`config.mk`:
```
export PLATFORM = sky130hd
export DESIGN_NAME = io_bus_responder
export DESIGN_NICKNAME = d
export VERILOG_FILES = /design/src/rtl/io_bus_responder.sv
export SDC_FILE = /design/constraint.sdc
export NUM_CORES = 2
export LEC_CHECK = 0
export BUFFER_PORTS_ARGS = -buffer_cell sky130_fd_sc_hd__buf_2
export CAP_MARGIN = 30
export CORE_MARGIN = 1
export CORE_UTILIZATION = 43
export DETAILED_ROUTE_END_ITERATION = 12
export PLACE_DENSITY_LB_ADDON = 0.05
export SYNTH_ARGS = -nofsm -noshare
export SYNTH_HDL_FRONTEND = slang
export SYNTH_SLANG_ARGS = --single-unit
```
`constraint.sdc`:
```
create_clock -name clk -period 8.3 [get_ports clk]
set_input_delay 0.83 -clock clk [delete_from_list [all_inputs] [get_ports clk]]
set_output_delay 0.83 -clock clk [all_outputs]
set_load 0.02 [all_outputs]
```
`src/rtl/io_bus_responder.sv`:
```
// Data-memory bus responder: RAM, GPIO, countdown timer and a read-zero hole behind one bus port.
// Define IO_BUS_ERR_COUNT_EN to add the saturating unmapped-access counter ERRCNT at 0x818.
module io_bus_responder #(
  parameter int RAM_WORDS   = 64,
  parameter int GPIO_W      = 16,
  parameter int SYNC_STAGES = 2
) (
  input  logic              clk,
  input  logic              rst,
  input  logic              we,
  input  logic [31:0]       a,
  input  logic [31:0]       wd,
  output logic [31:0]       rd,
  input  logic [GPIO_W-1:0] gpio_in,
  output logic [GPIO_W-1:0] gpio_out,
  output logic              timer_irq
);
  localparam int AW = $clog2(RAM_WORDS);
  localparam logic [11:0] ADDR_GPIO_OUT = 12'h800;
  localparam logic [11:0] ADDR_GPIO_IN  = 12'h804;
  localparam logic [11:0] ADDR_CTRL     = 12'h808;
  localparam logic [11:0] ADDR_LOAD     = 12'h80C;
  localparam logic [11:0] ADDR_COUNT    = 12'h810;
  localparam logic [11:0] ADDR_STATUS   = 12'h814;
  localparam logic [11:0] ADDR_ERRCNT   = 12'h818;

  logic [11:0]       reg_addr;
  logic              ram_sel;
  logic [31:0]       ram [RAM_WORDS];
  logic [GPIO_W-1:0] gpio_q;
  logic [GPIO_W-1:0] sync_q [SYNC_STAGES];
  logic              en_q, auto_q, irq_en_q, expired_q;
  logic [31:0]       load_q, count_q, count_next;
  logic              en_next, expire;
  logic              unused_addr;

  assign reg_addr    = {a[11:2], 2'b00};
  assign ram_sel     = a[11:2] < 10'(RAM_WORDS);
  assign unused_addr = ^{a[31:12], a[1:0]};
  assign gpio_out    = gpio_q;
  assign timer_irq   = expired_q & irq_en_q;

  // RAM keeps its contents through reset, but a write during reset is dropped.
  always_ff @(posedge clk) begin
    if (!rst && we && ram_sel)
      ram[a[AW+1:2]] <= wd;
  end

  always_ff @(posedge clk) begin
    if (rst) begin
      for (int i = 0; i < SYNC_STAGES; i++) sync_q[i] <= '0;
    end else begin
      sync_q[0] <= gpio_in;
      for (int i = 1; i < SYNC_STAGES; i++) sync_q[i] <= sync_q[i-1];
    end
  end

  always_comb begin
    expire     = en_q && (count_q == '0);
    count_next = count_q;
    en_next    = en_q;
    if (en_q) begin
      if (count_q != '0)  count_next = count_q - 32'd1;
      else if (auto_q)    count_next = load_q;
      else                en_next    = 1'b0;
    end
  end

  // Bus writes are applied after the timer step so they override it; expiry beats a STATUS clear.
  always_ff @(posedge clk) begin
    if (rst) begin
      gpio_q    <= '0;
      en_q      <= 1'b0;
      auto_q    <= 1'b0;
      irq_en_q  <= 1'b0;
      load_q    <= '0;
      count_q   <= '0;
      expired_q <= 1'b0;
    end else begin
      en_q    <= en_next;
      count_q <= count_next;
      if (we && reg_addr == ADDR_GPIO_OUT) gpio_q <= wd[GPIO_W-1:0];
      if (we && reg_addr == ADDR_CTRL) {irq_en_q, auto_q, en_q} <= wd[2:0];
      if (we && reg_addr == ADDR_LOAD) begin
        load_q  <= wd;
        count_q <= wd;
      end
      if (expire)
        expired_q <= 1'b1;
      else if (we && reg_addr == ADDR_STATUS && wd[0])
        expired_q <= 1'b0;
    end
  end

`ifdef IO_BUS_ERR_COUNT_EN
  logic [15:0] err_q;
  logic        reg_mapped, err_hit;

  always_comb begin
    reg_mapped = ram_sel || (reg_addr inside {ADDR_GPIO_OUT, ADDR_GPIO_IN, ADDR_CTRL,
                                              ADDR_LOAD, ADDR_COUNT, ADDR_STATUS, ADDR_ERRCNT});
    err_hit    = !reg_mapped || (a[1:0] != 2'b00) ||
                 (we && (reg_addr == ADDR_GPIO_IN || reg_addr == ADDR_COUNT));
  end

  always_ff @(posedge clk) begin
    if (rst)
      err_q <= '0;
    else if (we && reg_addr == ADDR_ERRCNT)
      err_q <= '0;
    else if (err_hit && err_q != 16'hFFFF)
      err_q <= err_q + 16'd1;
  end
`endif

  always_comb begin
    rd = '0;
    if (ram_sel) begin
      rd = ram[a[AW+1:2]];
    end else begin
      case (reg_addr)
        ADDR_GPIO_OUT: rd = 32'(gpio_q);
        ADDR_GPIO_IN:  rd = 32'(sync_q[SYNC_STAGES-1]);
        ADDR_CTRL:     rd = {29'd0, irq_en_q, auto_q, en_q};
        ADDR_LOAD:     rd = load_q;
        ADDR_COUNT:    rd = count_q;
        ADDR_STATUS:   rd = {31'd0, expired_q};
`ifdef IO_BUS_ERR_COUNT_EN
        ADDR_ERRCNT:   rd = {16'd0, err_q};
`endif
        default:       rd = '0;
      endcase
    end
  end
endmodule

```
==> results.json <==
{
  "cts.path.max_buffers": 3,
  "hold_path_class": "input pin to register",
  "post_cts_buffers": 0,
  "row_count": 161,
  "synth_area_sq_um": 84000,
  "outcome": "complete, no violations",
  "drive_gt1_frac": 0.279,
  "area_growth_pct": 14.2,
  "worst_slack_ps": 2490,
  "hold_depth": 2,
  "dpl.hpwl_mm": 137,
  "r2r-start": "count_q[7]",
  "die_w_microns": 444,
  "critical_path.startpoint": "a[2]",
  "timing_worst_slew_pin_value_ps": 1290,
  "ctsResizeCount": 0,
  "place_congestion": 0.843,
  "ioPinCount": 132,
  "crit_fanout": 73,
  "maxSlewHeadroom": 0.142,
  "grt_overflow": 0,
  "post-route-period-util": 0.700,
  "ir_drop_mv": 0.184,
  "rr_worst_depth": 6,
  "r2r_slack_ps": 4730,
  "postSynthCellCount": 4016,
  "drtPass1Iterations": 7,
  "floorplan.initialDensity": 0.435,
  "p_leak_uw": 0.0302,
  "cp.required_ps": 7470,
  "hold_buffers": 0,
  "design.die.area_sq_um": 197000,
  "hold_end": "sync_q[0][10]",
  "netlist-cell-type-count": 70,
  "cts_tree": "yes",
  "synth_edf_count": 2048,
  "syn_avg_cell_area_sq_um": 20.9,
  "grt_pass1_vias": 42000,
  "critPathKind": "input pin to primary output",
  "grt_max_degree": 86,
  "endpoint_kind": "primary output",
  "slew_violations": 0,
  "cp-start-kind": "input pin",
  "synth-main-ff-cell": "edfxtp_1",
  "finalWirelength_mm": 245,
  "hp-start": "gpio_in[10]",
  "cap_violations": 0,
  "syn_nets": 4101,
  "rsz0062_at_grt": "false",
  "h-tree-depth": 4,
  "clk_latency_ps": 850,
  "finalSetupViolations": 0,
  "drc": 0,
  "dpl_worst_slack_ps": 2440,
  "drtIter0Drc": 4962,
  "layout_common_cells": "2048 x edfxtp_1, 565 x mux4_2, 224 x clkbuf_16",
  "path_clk_slew_ps": 60,
  "numPortBuffers": 109,
  "grt_usage": 0.249,
  "final_common_cell": "edfxtp_1",
  "period_minus_slack_ps": 5810,
  "via_per_inst": 6.00,
  "synth-seq-cells": 2164,
  "skew_ps": 13.5,
  "nets": 4369,
  "ys_seq_area_frac": 0.760,
  "grt_pass1_wl_mm": 340,
  "fmax_mhz": 172,
  "wl_per_cell_microns": 35.0,
  "vias": 42000,
  "cts.sinks": 2164,
  "antenna_found_initial": 14,
  "cp.arrival_ps": 4980,
  "p_per_area_nw_per_um2": 234,
  "numCtsBuffers": 222,
  "ant_nets": 0,
  "synthArstFlopShare": 0,
  "finalHoldViolCount": 0,
  "finalSetupTns_ps": 0,
  "timing.rr.end": "count_q[0]",
  "core_sq_um": 193000,
  "yosysWarnings": 0,
  "cts_root_buffer": "clkbuf_16",
  "dieHeight_microns": 444
}
==> critical path: stages <==
cell and delay (ps):
buf_8 550, buf_12 570, mux4_2 580, mux4_2 610
a2111oi_4 1010, nand3_1 300, buf_2 260
==> final cells by class <==
class | instances | area, sq um
inverters | 9 | 38.8
clock buffers | 285 | 5870
fillers | 15700 | 97300
flip-flops and latches | 2164 | 63800
repair buffers | 283 | 2220
multi-input cells | 1604 | 19700
clock inverters | 124 | 995
diodes | 6 | 15.0
well taps | 2526 | 3160
==> per-stage QoR <==
step	hold WS, ps	power [uW]	utilization	cells	instance area [sq um]
3_3_place_gp	425	13100	0.459	6572	88700
4_1_cts	129	22600	0.496	6992	95800
3_5_place_dp	429	13100	0.460	6583	88900
6_report	196	22400	0.496	7001	95900
5_1_grt	162	23100	0.496	6996	95800
2_1_floorplan	414	12700	-	4016	84000
==> power breakdown <==
part / switching (uW) / leakage, uW / internal (uW)
combinational: 600 / 0.00751 / 348
clock: 4200 / 0.00336 / 5350
sequential: 3.98 / 0.0193 / 11900
total: 4800 / 0.0302 / 17600
==> how the worst max path moves through the flow <==
stage / slack, ps / cells after the start / end
6_report: 2490 / 7 / rd[10]
3_3_place_gp: 2430 / 7 / rd[10]
2_1_floorplan: 3630 / 8 / ram[47][0]
3_5_place_dp: 2440 / 7 / rd[10]
4_1_cts: 2430 / 7 / rd[10]
5_1_grt: 2360 / 7 / rd[10]
==> registers in the layout (all words and copies together) (netlist names) <==
signal / cells
en_q: 1
load_q: 32
expired_q: 1
auto_q: 1
irq_en_q: 1
ram: 2048
count_q: 32
sync_q: 32
gpio_out: 16
==> Yosys cell counts (5+ instances only) <==
| library cell | n | share of area |
|---|---|---|
| edfxtp_1 | 2048 | 0.73 |
| mux4_2 | 565 | 0.15 |
| nor2_1 | 194 | 0.0087 |
| nand2_1 | 165 | 0.0074 |
| clkbuf_1 | 146 | 0.0065 |
| mux2i_1 | 135 | 0.016 |
| dfxtp_1 | 116 | 0.028 |
| a21oi_1 | 73 | 0.0044 |
| buf_1 | 50 | 0.0022 |
| nand3_1 | 44 | 0.0026 |
| a22oi_1 | 41 | 0.0037 |
| nor2b_1 | 41 | 0.0031 |
| buf_2 | 37 | 0.0022 |
| o21ai_0 | 35 | 0.0021 |
| nor3_1 | 34 | 0.0020 |
| nand4_1 | 25 | 0.0019 |
| a221oi_1 | 24 | 0.0025 |
| nor4_1 | 23 | 0.0017 |
| a211oi_1 | 19 | 0.0017 |
| o22ai_1 | 14 | 0.0010 |
| xnor2_1 | 14 | 0.0015 |
| and2_1 | 11 | 0.00082 |
| o211ai_1 | 11 | 0.00098 |
| or3_1 | 11 | 0.00082 |
| a31oi_1 | 10 | 0.00075 |
| a311oi_2 | 9 | 0.0016 |
| a221o_1 | 8 | 0.00095 |
| inv_1 | 8 | 0.00036 |
| mux2_2 | 8 | 0.0011 |
| or4_1 | 7 | 0.00063 |
| a2111oi_0 | 6 | 0.00063 |
| a21o_1 | 6 | 0.00054 |
| nand3b_1 | 6 | 0.00054 |
| xor2_1 | 6 | 0.00063 |
| and3_1 | 5 | 0.00037 |
==> cells by family (layout without fill, tap and decap cells) <==
group | Yosys count | after routing | synth area share
flip-flops | 2164 | 2164 | 0.760
multiplexers | 708 | 708 | 0.169
AND/OR/NAND/NOR | 589 | 589 | 0.0328
AO/OA/AOI/OAI | 285 | 285 | 0.0240
buffers and inverters | 248 | 701 | 0.0121
XOR/XNOR | 20 | 20 | 0.00209
adder cells (fa/ha/maj) | 2 | 2 | 0.000298
other | 0 | 6 | 0
==> layer usage <==
metal,global-route usage,wire (microns)
met1,0.355,106000
met2,0.404,120000
met3,0.0357,13600
met4,0.0655,5930
met5,0,27
Note: power is estimated with default switching activity, not from simulation.
